<file path="src/rtl/mips_multicycle_ctrl_if.sv">
// Control bus between the multicycle MIPS controller and its datapath.
// master = controller side, slave = datapath side.
interface mips_multicycle_ctrl_if;
  logic [5:0] op;
  logic [5:0] funct;
  logic       zero;
  logic       overflow;
  logic [2:0] alucontrol;
  logic       alusrca;
  logic [1:0] alusrcb;
  logic [1:0] pcsrc;
  logic       pcen;
  logic       iord;
  logic       irwrite;
  logic       memwrite;
  logic       regdst;
  logic       memtoreg;
  logic       regwrite;
  logic       exc_ovf;
  logic       exc_ill;

  modport master (
    input  op, funct, zero, overflow,
    output alucontrol, alusrca, alusrcb, pcsrc, pcen, iord, irwrite,
           memwrite, regdst, memtoreg, regwrite, exc_ovf, exc_ill
  );

  modport slave (
    output op, funct, zero, overflow,
    input  alucontrol, alusrca, alusrcb, pcsrc, pcen, iord, irwrite,
           memwrite, regdst, memtoreg, regwrite, exc_ovf, exc_ill
  );
endinterface

</file>
<file path="src/rtl/mips_multicycle_ctrl.sv">
// Moore control FSM for the 32-bit multicycle MIPS datapath.
// Datapath controls decode from state; exception pulses are registered.
module mips_multicycle_ctrl (
  input  logic                          clk,
  input  logic                          reset,
  mips_multicycle_ctrl_if.master        bus
);
  typedef enum logic [3:0] {
    S_FETCH   = 4'd0,
    S_DECODE  = 4'd1,
    S_MEMADR  = 4'd2,
    S_MEMRD   = 4'd3,
    S_MEMWB   = 4'd4,
    S_MEMWR   = 4'd5,
    S_EXECUTE = 4'd6,
    S_ALUWB   = 4'd7,
    S_BEQEX   = 4'd8,
    S_ADDIEX  = 4'd9,
    S_ADDIWB  = 4'd10,
    S_JEX     = 4'd11
  } state_t;

  localparam logic [5:0] OP_R    = 6'b000000;
  localparam logic [5:0] OP_LW   = 6'b100011;
  localparam logic [5:0] OP_SW   = 6'b101011;
  localparam logic [5:0] OP_BEQ  = 6'b000100;
  localparam logic [5:0] OP_ADDI = 6'b001000;
  localparam logic [5:0] OP_J    = 6'b000010;

  localparam logic [5:0] FN_ADD = 6'b100000;
  localparam logic [5:0] FN_SUB = 6'b100010;
  localparam logic [5:0] FN_AND = 6'b100100;
  localparam logic [5:0] FN_OR  = 6'b100101;
  localparam logic [5:0] FN_SLT = 6'b101010;

  state_t     r_state;
  logic       r_ovf_q;
  logic       r_exc_ovf;
  logic       r_exc_ill;

  logic [2:0] w_funct_alu;
  logic       w_funct_ok;
  logic       w_addsub;

  // R-type funct to ALU select; unknown funct keeps the add default
  always_comb begin
    w_funct_alu = 3'b010;
    w_funct_ok  = 1'b1;
    case (bus.funct)
      FN_ADD:  w_funct_alu = 3'b010;
      FN_SUB:  w_funct_alu = 3'b110;
      FN_AND:  w_funct_alu = 3'b000;
      FN_OR:   w_funct_alu = 3'b001;
      FN_SLT:  w_funct_alu = 3'b111;
      default: w_funct_ok  = 1'b0;
    endcase
  end

  // only add/sub can trap on signed overflow
  assign w_addsub = (bus.funct == FN_ADD) || (bus.funct == FN_SUB);

  // state sequencing, overflow capture and exception pulses
  always_ff @(posedge clk or negedge reset) begin
    if (!reset) begin
      r_state   <= S_FETCH;
      r_ovf_q   <= 1'b0;
      r_exc_ovf <= 1'b0;
      r_exc_ill <= 1'b0;
    end else begin
      r_exc_ovf <= 1'b0;
      r_exc_ill <= 1'b0;
      case (r_state)
        S_FETCH: begin
          r_ovf_q <= 1'b0;
          r_state <= S_DECODE;
        end
        S_DECODE: begin
          case (bus.op)
            OP_LW, OP_SW: r_state <= S_MEMADR;
            OP_R:         r_state <= S_EXECUTE;
            OP_BEQ:       r_state <= S_BEQEX;
            OP_ADDI:      r_state <= S_ADDIEX;
            OP_J:         r_state <= S_JEX;
            default: begin
              r_state   <= S_FETCH;
              r_exc_ill <= 1'b1;
            end
          endcase
        end
        S_MEMADR:  r_state <= (bus.op == OP_LW) ? S_MEMRD :
                              (bus.op == OP_SW) ? S_MEMWR : S_FETCH;
        S_MEMRD:   r_state <= S_MEMWB;
        S_MEMWB:   r_state <= S_FETCH;
        S_MEMWR:   r_state <= S_FETCH;
        S_EXECUTE: begin
          r_ovf_q <= bus.overflow & w_addsub;
          if (w_funct_ok) begin
            r_state <= S_ALUWB;
          end else begin
            r_state   <= S_FETCH;
            r_exc_ill <= 1'b1;
          end
        end
        S_ALUWB: begin
          r_exc_ovf <= r_ovf_q;
          r_state   <= S_FETCH;
        end
        S_BEQEX:   r_state <= S_FETCH;
        S_ADDIEX: begin
          r_ovf_q <= bus.overflow;
          r_state <= S_ADDIWB;
        end
        S_ADDIWB: begin
          r_exc_ovf <= r_ovf_q;
          r_state   <= S_FETCH;
        end
        S_JEX:     r_state <= S_FETCH;
        default:   r_state <= S_FETCH;
      endcase
    end
  end

  logic [2:0] w_alucontrol;
  logic       w_alusrca;
  logic [1:0] w_alusrcb;
  logic [1:0] w_pcsrc;
  logic       w_pcen, w_iord, w_irwrite, w_memwrite;
  logic       w_regdst, w_memtoreg, w_regwrite;

  // Moore decode of datapath controls from the current state
  always_comb begin
    w_alucontrol = 3'b010;
    w_alusrca    = 1'b0;
    w_alusrcb    = 2'b00;
    w_pcsrc      = 2'b00;
    w_pcen       = 1'b0;
    w_iord       = 1'b0;
    w_irwrite    = 1'b0;
    w_memwrite   = 1'b0;
    w_regdst     = 1'b0;
    w_memtoreg   = 1'b0;
    w_regwrite   = 1'b0;
    case (r_state)
      S_FETCH: begin
        w_alusrcb = 2'b01;
        w_irwrite = 1'b1;
        w_pcen    = 1'b1;
      end
      S_DECODE:  w_alusrcb = 2'b11;
      S_MEMADR: begin
        w_alusrca = 1'b1;
        w_alusrcb = 2'b10;
      end
      S_MEMRD:   w_iord = 1'b1;
      S_MEMWB: begin
        w_memtoreg = 1'b1;
        w_regwrite = 1'b1;
      end
      S_MEMWR: begin
        w_iord     = 1'b1;
        w_memwrite = 1'b1;
      end
      S_EXECUTE: begin
        w_alusrca    = 1'b1;
        w_alucontrol = w_funct_alu;
      end
      S_ALUWB: begin
        w_regdst   = 1'b1;
        w_regwrite = ~r_ovf_q;
      end
      S_BEQEX: begin
        w_alusrca    = 1'b1;
        w_alucontrol = 3'b110;
        w_pcsrc      = 2'b01;
        w_pcen       = bus.zero;
      end
      S_ADDIEX: begin
        w_alusrca = 1'b1;
        w_alusrcb = 2'b10;
      end
      S_ADDIWB:  w_regwrite = ~r_ovf_q;
      S_JEX: begin
        w_pcsrc = 2'b10;
        w_pcen  = 1'b1;
      end
      default: ;
    endcase
  end

  // write enables are gated by reset so a pending write drops immediately
  assign bus.alucontrol = w_alucontrol;
  assign bus.alusrca    = w_alusrca;
  assign bus.alusrcb    = w_alusrcb;
  assign bus.pcsrc      = w_pcsrc;
  assign bus.iord       = w_iord;
  assign bus.regdst     = w_regdst;
  assign bus.memtoreg   = w_memtoreg;
  assign bus.pcen       = w_pcen     & reset;
  assign bus.irwrite    = w_irwrite  & reset;
  assign bus.memwrite   = w_memwrite & reset;
  assign bus.regwrite   = w_regwrite & reset;
  assign bus.exc_ovf    = r_exc_ovf;
  assign bus.exc_ill    = r_exc_ill;
endmodule

</file>
<file path="src/flat_wrapper.sv">
// flat-port wrapper written by rule: the top's interface ports become plain ports
module mips_multicycle_ctrl_flat 
  (clk, reset, bus_op, bus_funct, bus_zero, bus_overflow, bus_alucontrol, bus_alusrca, bus_alusrcb, bus_pcsrc, bus_pcen, bus_iord, bus_irwrite, bus_memwrite, bus_regdst, bus_memtoreg, bus_regwrite, bus_exc_ovf, bus_exc_ill);
  mips_multicycle_ctrl_if bus_i ();
  input  logic clk;
  input  logic reset;
  input wire logic [$bits(bus_i.op)-1:0] bus_op;
  input wire logic [$bits(bus_i.funct)-1:0] bus_funct;
  input wire logic [$bits(bus_i.zero)-1:0] bus_zero;
  input wire logic [$bits(bus_i.overflow)-1:0] bus_overflow;
  output wire logic [$bits(bus_i.alucontrol)-1:0] bus_alucontrol;
  output wire logic [$bits(bus_i.alusrca)-1:0] bus_alusrca;
  output wire logic [$bits(bus_i.alusrcb)-1:0] bus_alusrcb;
  output wire logic [$bits(bus_i.pcsrc)-1:0] bus_pcsrc;
  output wire logic [$bits(bus_i.pcen)-1:0] bus_pcen;
  output wire logic [$bits(bus_i.iord)-1:0] bus_iord;
  output wire logic [$bits(bus_i.irwrite)-1:0] bus_irwrite;
  output wire logic [$bits(bus_i.memwrite)-1:0] bus_memwrite;
  output wire logic [$bits(bus_i.regdst)-1:0] bus_regdst;
  output wire logic [$bits(bus_i.memtoreg)-1:0] bus_memtoreg;
  output wire logic [$bits(bus_i.regwrite)-1:0] bus_regwrite;
  output wire logic [$bits(bus_i.exc_ovf)-1:0] bus_exc_ovf;
  output wire logic [$bits(bus_i.exc_ill)-1:0] bus_exc_ill;
  assign bus_i.op = bus_op;
  assign bus_i.funct = bus_funct;
  assign bus_i.zero = bus_zero;
  assign bus_i.overflow = bus_overflow;
  assign bus_alucontrol = bus_i.alucontrol;
  assign bus_alusrca = bus_i.alusrca;
  assign bus_alusrcb = bus_i.alusrcb;
  assign bus_pcsrc = bus_i.pcsrc;
  assign bus_pcen = bus_i.pcen;
  assign bus_iord = bus_i.iord;
  assign bus_irwrite = bus_i.irwrite;
  assign bus_memwrite = bus_i.memwrite;
  assign bus_regdst = bus_i.regdst;
  assign bus_memtoreg = bus_i.memtoreg;
  assign bus_regwrite = bus_i.regwrite;
  assign bus_exc_ovf = bus_i.exc_ovf;
  assign bus_exc_ill = bus_i.exc_ill;
  mips_multicycle_ctrl u_core (.clk(clk), .reset(reset), .bus(bus_i));
endmodule
</file>
<file path="config.mk">
export PLATFORM = sky130hd
export DESIGN_NAME = mips_multicycle_ctrl_flat
export DESIGN_NICKNAME = d
export VERILOG_FILES = /design/src/rtl/mips_multicycle_ctrl_if.sv /design/src/rtl/mips_multicycle_ctrl.sv /design/src/flat_wrapper.sv
export SDC_FILE = /design/constraint.sdc
export NUM_CORES = 1
export LEC_CHECK = 0
export ABC_AREA = 1
export CAP_MARGIN = 40
export CORE_MARGIN = 5
export CORE_UTILIZATION = 43
export CTS_BUF_LIST = sky130_fd_sc_hd__clkbuf_4 sky130_fd_sc_hd__clkbuf_8 sky130_fd_sc_hd__clkbuf_16
export CTS_CLUSTER_SIZE = 30
export DETAILED_ROUTE_END_ITERATION = 8
export MAX_ROUTING_LAYER = met4
export PLACE_DENSITY = 0.82
export SKIP_LAST_GASP = 1
export SLEW_MARGIN = 30
export SYNTH_ARGS = -nofsm -noshare
export SYNTH_HDL_FRONTEND = slang
export SYNTH_SLANG_ARGS = --single-unit
export TNS_END_PERCENT = 100
</file>
<file path="constraint.sdc">
create_clock -name clk -period 1.6 [get_ports clk]
set_input_delay 0.16 -clock clk [delete_from_list [all_inputs] [get_ports clk]]
set_output_delay 0.16 -clock clk [all_outputs]
set_load 0.05 [all_outputs]
</file>
==> flow_summary.toml, run 1 <==
[place]
dpl.cell_count = 172
dp_hpwl_microns = 1770
gp_congestion = 0.923
placed_area_sq_um = 1250
io_buffers = 32

[critical_path]
r2r_cells = 7
rrSetupSlack_ps = 340
slowest_stage = "dfrtp_2"
cp.arrival_ps = 1480
critPathTopFamily = "flip-flops"
endpoint_kind = "primary output"
cp-start-kind = "flip-flop"
crit_required_ps = 1440
rr_startpoint = "u_core.r_state[2]"
criticalPathCategory = "flip-flop to primary output"
crit_chain = "nor2_4, inv_4, nor2_4, nand2_2, a21oi_4, buf_12"
slowest_delay_ps = 470
crit_top_cell = "nor2_4"
crit_path_max_fanout = 5
r2r_end = "u_core.r_state[2]"
worst-path-buf-inv = 2

[routing]
drc_errors = 0
drt.antenna.violating_nets = 0
drt_iter0_markers = 27
firstDrtPassIters = 6
wl_per_cell_microns = 12.7
routed_wl_microns = 2250
drt-vias-per-instance = 5.12
vias = 907

[timing]
relSlewSlack = 0.845
finalHoldViolCount = 0
rsz0062_at_grt = "true"
fmax_mhz = 609
worstMarginPinSlew_ps = 232
layout_min_cycle_time_ps = 1640
setup_viol = 7
slew_violations = 0
fin_ws_ps = -42.3
fin_skew_ps = 2.09
finalCritPeriodShare = 1.03

[grt]
first_global_vias = 890
grt_pass1_wl_microns = 3710
grt_max_degree = 8
antenna_found_initial = 0
grtUsageTotal = 0.189
grt-ovfl-total = 0

[clock_network]
cts_root_buffer = "clkbuf_4"
cts_max_path_buffers = 2
htreeDepth = 1
numCtsBuffers = 3
clock-sinks = 7
cts_hold_buf = 0
path_clk_slew_ps = 50
cts_tree = "done"
clkLatencyLatePin_ps = 260

[power]
ir_drop_v = 0.000570
power.total_mw = 1.31
switchingPower_mw = 0.624
clkPwrFrac = 0.138
p_leak_nw = 0.626
comb_power_share = 0.666
powerDensity_nw_per_um2 = 967
swShare = 0.477
p_int_mw = 0.684
seq_power_share = 0.196

[yosys]
syn_inst = 121
ys_seq_elements = 7
synthArstFlopShare = 1.00
synth_edf_count = 0
synth_most_common_cell = "nor2_1"
synth-main-ff-cell = "dfrtp_1"
synth-seq-area-share = 0.255
synth.area.top_cells = "dfrtp_1 25%, nor2_1 14%, nand3_1 13%"
yosysWarnings = 0
synth_cell_types = 20
synth_top_cell_by_area = "dfrtp_1"
synth_top_area_share = 0.255
netlist_top_cells_count = "25 x nor2_1, 23 x inv_1, 21 x nand2_1, 18 x nand3_1, 7 x dfrtp_1"
syn_area_sq_um = 688
syn_area_per_cell_sq_um = 5.69
synth_nets = 137

[die]
core_area_sq_um = 1510
placementRows = 14
die_h_microns = 50.0
dieArea_sq_um = 2500
initial_core_util = 0.457
ios = 33
die_w_microns = 50.0

[status]
outcome = "finished, violations left"
failed_checks = "negative setup slack"

[final_layout]
fin_area_sq_um = 1350
synthToLayoutAreaGrowth_pct = 96.4
n_antenna_cell = 0
final_nets = 178
fin_util = 0.897
layout-drive-gt1-share = 0.366
instances_no_fill = 177

[worst_hold_path]
holdCritPathClass = "input pin to asynchronous set/reset pin"

[flow_run]
maxCapViolCount = 0
-- power groups by stage --
| stage | clock network [mW] | registers (mW) | logic [mW] |
|---|---|---|---|
| 2_1_floorplan | 0 | 0.279 | 0.420 |
| 3_3_place_gp | 0 | 0.235 | 0.799 |
| 3_5_place_dp | 0 | 0.237 | 0.808 |
| 4_1_cts | 0.184 | 0.252 | 0.853 |
| 5_1_grt | 0.199 | 0.260 | 0.917 |
| 6_report | 0.181 | 0.256 | 0.871 |
-- registers in the layout, summed over array words and instances (netlist names) --
| name | flops |
|---|---|
| u_core.bus.exc_ovf | 1 |
| u_core.r_ovf_q | 1 |
| u_core.bus.exc_ill | 1 |
| u_core.r_state | 4 |
-- repair_timing --
| action | 4_1_cts | 5_1_grt |
|---|---|---|
| setup endpoints to repair | 7 | 11 |
| hold endpoints to repair | 0 | 0 |
| gates resized for setup | 17 | 8 |
| buffers inserted | 1 | 0 |
| gates cloned | 0 | 0 |
| pin swaps | 3 | 2 |
-- kinds of logic after synthesis --
family	synth area share
simple gates	0.505
buf+inv	0.142
compound gates	0.0855
flops	0.255
xor+xnor	0.0127
-- worst register-to-register path: stages, from the launching register on --
cell and delay (ps):
dfrtp_2 470, nor2_4 200, inv_2 70, nor2_2 150, inv_2 80, nor2_1 100
nor2_1 60, nand3_1 80
-- through the flow --
step                      setup WS (ps)  TNS, ps  hold slack, ps
final                             -42.3     -187             205
after global routing               -122     -814             210
after CTS                         -49.3     -203             204
after detailed placement          -3.88    -3.88             474
after global placement             34.3        0             479
after floorplan                   -38.9    -59.6            -136
-- cell usage in the layout, fill, tap and decap left out, types with 3 or more instances in the layout --
cell              n
a21oi_4           3
buf_12           14
buf_4             6
clkbuf_4          4
clkdlybuf4s50_1  15
dfrtp_1           4
dfrtp_2           3
inv_1            19
inv_2             6
nand2_1          18
nand2_2           3
nand3_1          17
nand4_1           5
nor2_1           16
nor2_2            5
nor2_4            8
-- layer usage --
metal  GRT usage  up-vias  wire [microns]
met1       0.209      410             889
met2       0.345       31            1230
met3      0.0331        4              97
met4      0.0393        0              39
met5           -        -               0
li1            -      462               -
-- cell type report --
type / instances / area [sq um]
Fill cell: 71 / 155
Clock buffer: 4 / 30.0
Sequential cell: 7 / 179
Tap cell: 16 / 20.0
Inverter: 26 / 100
Multi-Input combinational cell: 88 / 536
Timing Repair Buffer: 36 / 487
-- how the worst max path moves through the flow --
stage / start / to / cells after the start
after floorplan: u_core.r_state[1] / bus_pcen / 5
after global placement: bus_funct[5] / bus_alucontrol[1] / 6
after detailed placement: bus_funct[5] / bus_alucontrol[1] / 6
after CTS: u_core.r_state[2] / bus_alusrcb[1] / 6
after global routing: u_core.r_state[3] / bus_pcen / 7
final: u_core.r_state[2] / bus_pcen / 6
(Power assumes the default switching activity.)
==> inputs of run 2 (changes only) <==
--- a/config.mk
+++ b/config.mk
@@ -7,7 +7,7 @@
 export LEC_CHECK = 0
 export ABC_AREA = 1
 export CAP_MARGIN = 40
-export CORE_MARGIN = 5
+export CORE_MARGIN = 4
 export CORE_UTILIZATION = 43
 export CTS_BUF_LIST = sky130_fd_sc_hd__clkbuf_4 sky130_fd_sc_hd__clkbuf_8 sky130_fd_sc_hd__clkbuf_16
 export CTS_CLUSTER_SIZE = 30
==> constraint.sdc (replaced) <==
create_clock -name clk -period 1.9 [get_ports clk]
set_input_delay 0.19 -clock clk [delete_from_list [all_inputs] [get_ports clk]]
set_output_delay 0.19 -clock clk [all_outputs]
set_load 0.05 [all_outputs]
==> flow_summary.toml, run 2 (same netlist as run 1, synthesis figures left out) <==
[timing]
fin_skew_ps = 3.91
tns_ps = 0
whs_ps = 242
fmax_mhz = 575
finalCritPeriodShare = 0.915
rsz0062_at_grt = "false"
fin_ws_ps = 161
relSlewSlack = 0.660
worstMarginPinSlew_ps = 508
finalHoldViolCount = 0
slew_violations = 0
setup_viol = 0
layout_min_cycle_time_ps = 1740

[clock_network]
cts_max_path_buffers = 2
cts_setup_buffers = 0
cts_root_buffer = "clkbuf_4"
htreeDepth = 1
path_clk_slew_ps = 50
clock-sinks = 7
numCtsBuffers = 3
cts_tree = "done"
clkLatencyLatePin_ps = 250

[power]
power.total_mw = 1.01
p_leak_nw = 0.580
powerDensity_nw_per_um2 = 848
ir_drop_v = 0.000464

[final_layout]
synthToLayoutAreaGrowth_pct = 72.5
largest_reg_flops = 4
final_nets = 175
fin_area_sq_um = 1190
n_fill_cell = 114
ff_latch_area_sq_um = 175
n_antenna_cell = 0
instances_no_fill = 174
largest_register = "u_core.r_state"
mostFrequentLayoutCell = "inv_1"
layout-drive-gt1-share = 0.222
final_cell_mix = "23 x inv_1, 21 x nor2_1, 21 x nand2_1"
fin_util = 0.788
multi_input_area_sq_um = 449

[routing]
drt.antenna.violating_nets = 0
wl_per_cell_microns = 12.0
vias = 897
firstDrtPassIters = 4
drt_iter0_markers = 33
routed_wl_microns = 2090
drc_errors = 0
drt-vias-per-instance = 5.16

[critical_path]
crit_path_max_fanout = 6
worst-path-buf-inv = 2
endpoint_kind = "primary output"
crit_chain = "nor2_2, inv_1, nor2_4, nand2_1, a21oi_4, buf_12"
critPathTopFamily = "flip-flops"
criticalPathCategory = "flip-flop to primary output"
crit_required_ps = 1710
cp.arrival_ps = 1550
cp-start-kind = "flip-flop"
slowest_stage = "dfrtp_1"
slowest_delay_ps = 440

[die]
ios = 33
core_area_sq_um = 1510
dieArea_sq_um = 2300
die_h_microns = 48.0
initial_core_util = 0.457
die_w_microns = 48.0
placementRows = 14

[grt]
antenna_found_initial = 0
grt_pass1_wl_microns = 3350
grtUsageTotal = 0.215
first_global_vias = 842
grt_max_degree = 8
grt-ovfl-total = 0

[flow_run]
maxCapViolCount = 0

[status]
outcome = "complete, no violations"

[place]
io_buffers = 32
pre_cts_slack_ps = 156
gp_congestion = 0.896
dpl.cell_count = 170
placed_area_sq_um = 1150
dp_hpwl_microns = 1820

[worst_hold_path]
holdCritPathClass = "input pin to asynchronous set/reset pin"
[run 2: cell count changes in the layout (fill, tap and decap cells not counted), moves of 4 or more]
cell / change
buf_12: -4
nor2_1: +5
inv_1: +4
nor2_4: -6
[run 2: area by class of cell]
cell class / count / share of cell area
Multi-Input combinational cell: 88 / 0.378
Inverter: 26 / 0.0822
Sequential cell: 7 / 0.148
Timing Repair Buffer: 33 / 0.350
Tap cell: 16 / 0.0169
Clock buffer: 4 / 0.0253
[run 2: routing by layer]
| metal | global-route usage | vias up | share of wire |
|---|---|---|---|
| met5 | - | - | 0 |
| met3 | 0.0263 | 4 | 0.049 |
| met4 | 0.0806 | 0 | 0.016 |
| met1 | 0.218 | 406 | 0.37 |
| li1 | - | 457 | - |
| met2 | 0.409 | 30 | 0.56 |
[run 2: power breakdown]
part | switching [mW] | internal (mW)
Clock | 0.0562 | 0.0945
Combinational | 0.399 | 0.259
Sequential | 0.0213 | 0.177
Total | 0.477 | 0.531
[run 2: path summary, 6_finish.rpt]
check	from	to	slack, ps	depth (start not counted)
worst min-delay path	reset	u_core.bus.exc_ill	240	2
min in group clk	u_core.r_ovf_q	u_core.bus.exc_ovf	530	1
max in group asynchronous	reset	u_core.r_state[3]	1540	2
worst max register to register	u_core.r_state[1]	u_core.r_ovf_q	660	6
worst max-delay path	u_core.r_state[1]	bus_pcen	160	6
worst min register to register	u_core.r_ovf_q	u_core.bus.exc_ovf	530	1
[run 2: worst reg2reg max path, cell delays in order (launching register included)]
cell and delay [ps]:
dfrtp_1 440, nor2_1 230, nand2_1 150, inv_1 100
nor2_1 50, nand3_1 60, nand3_1 80
[run 2: repair_timing]
item	4_1_cts	5_1_grt
resized for setup	0	2
endpoints found under the setup margin	0	2
hold buffers	0	0
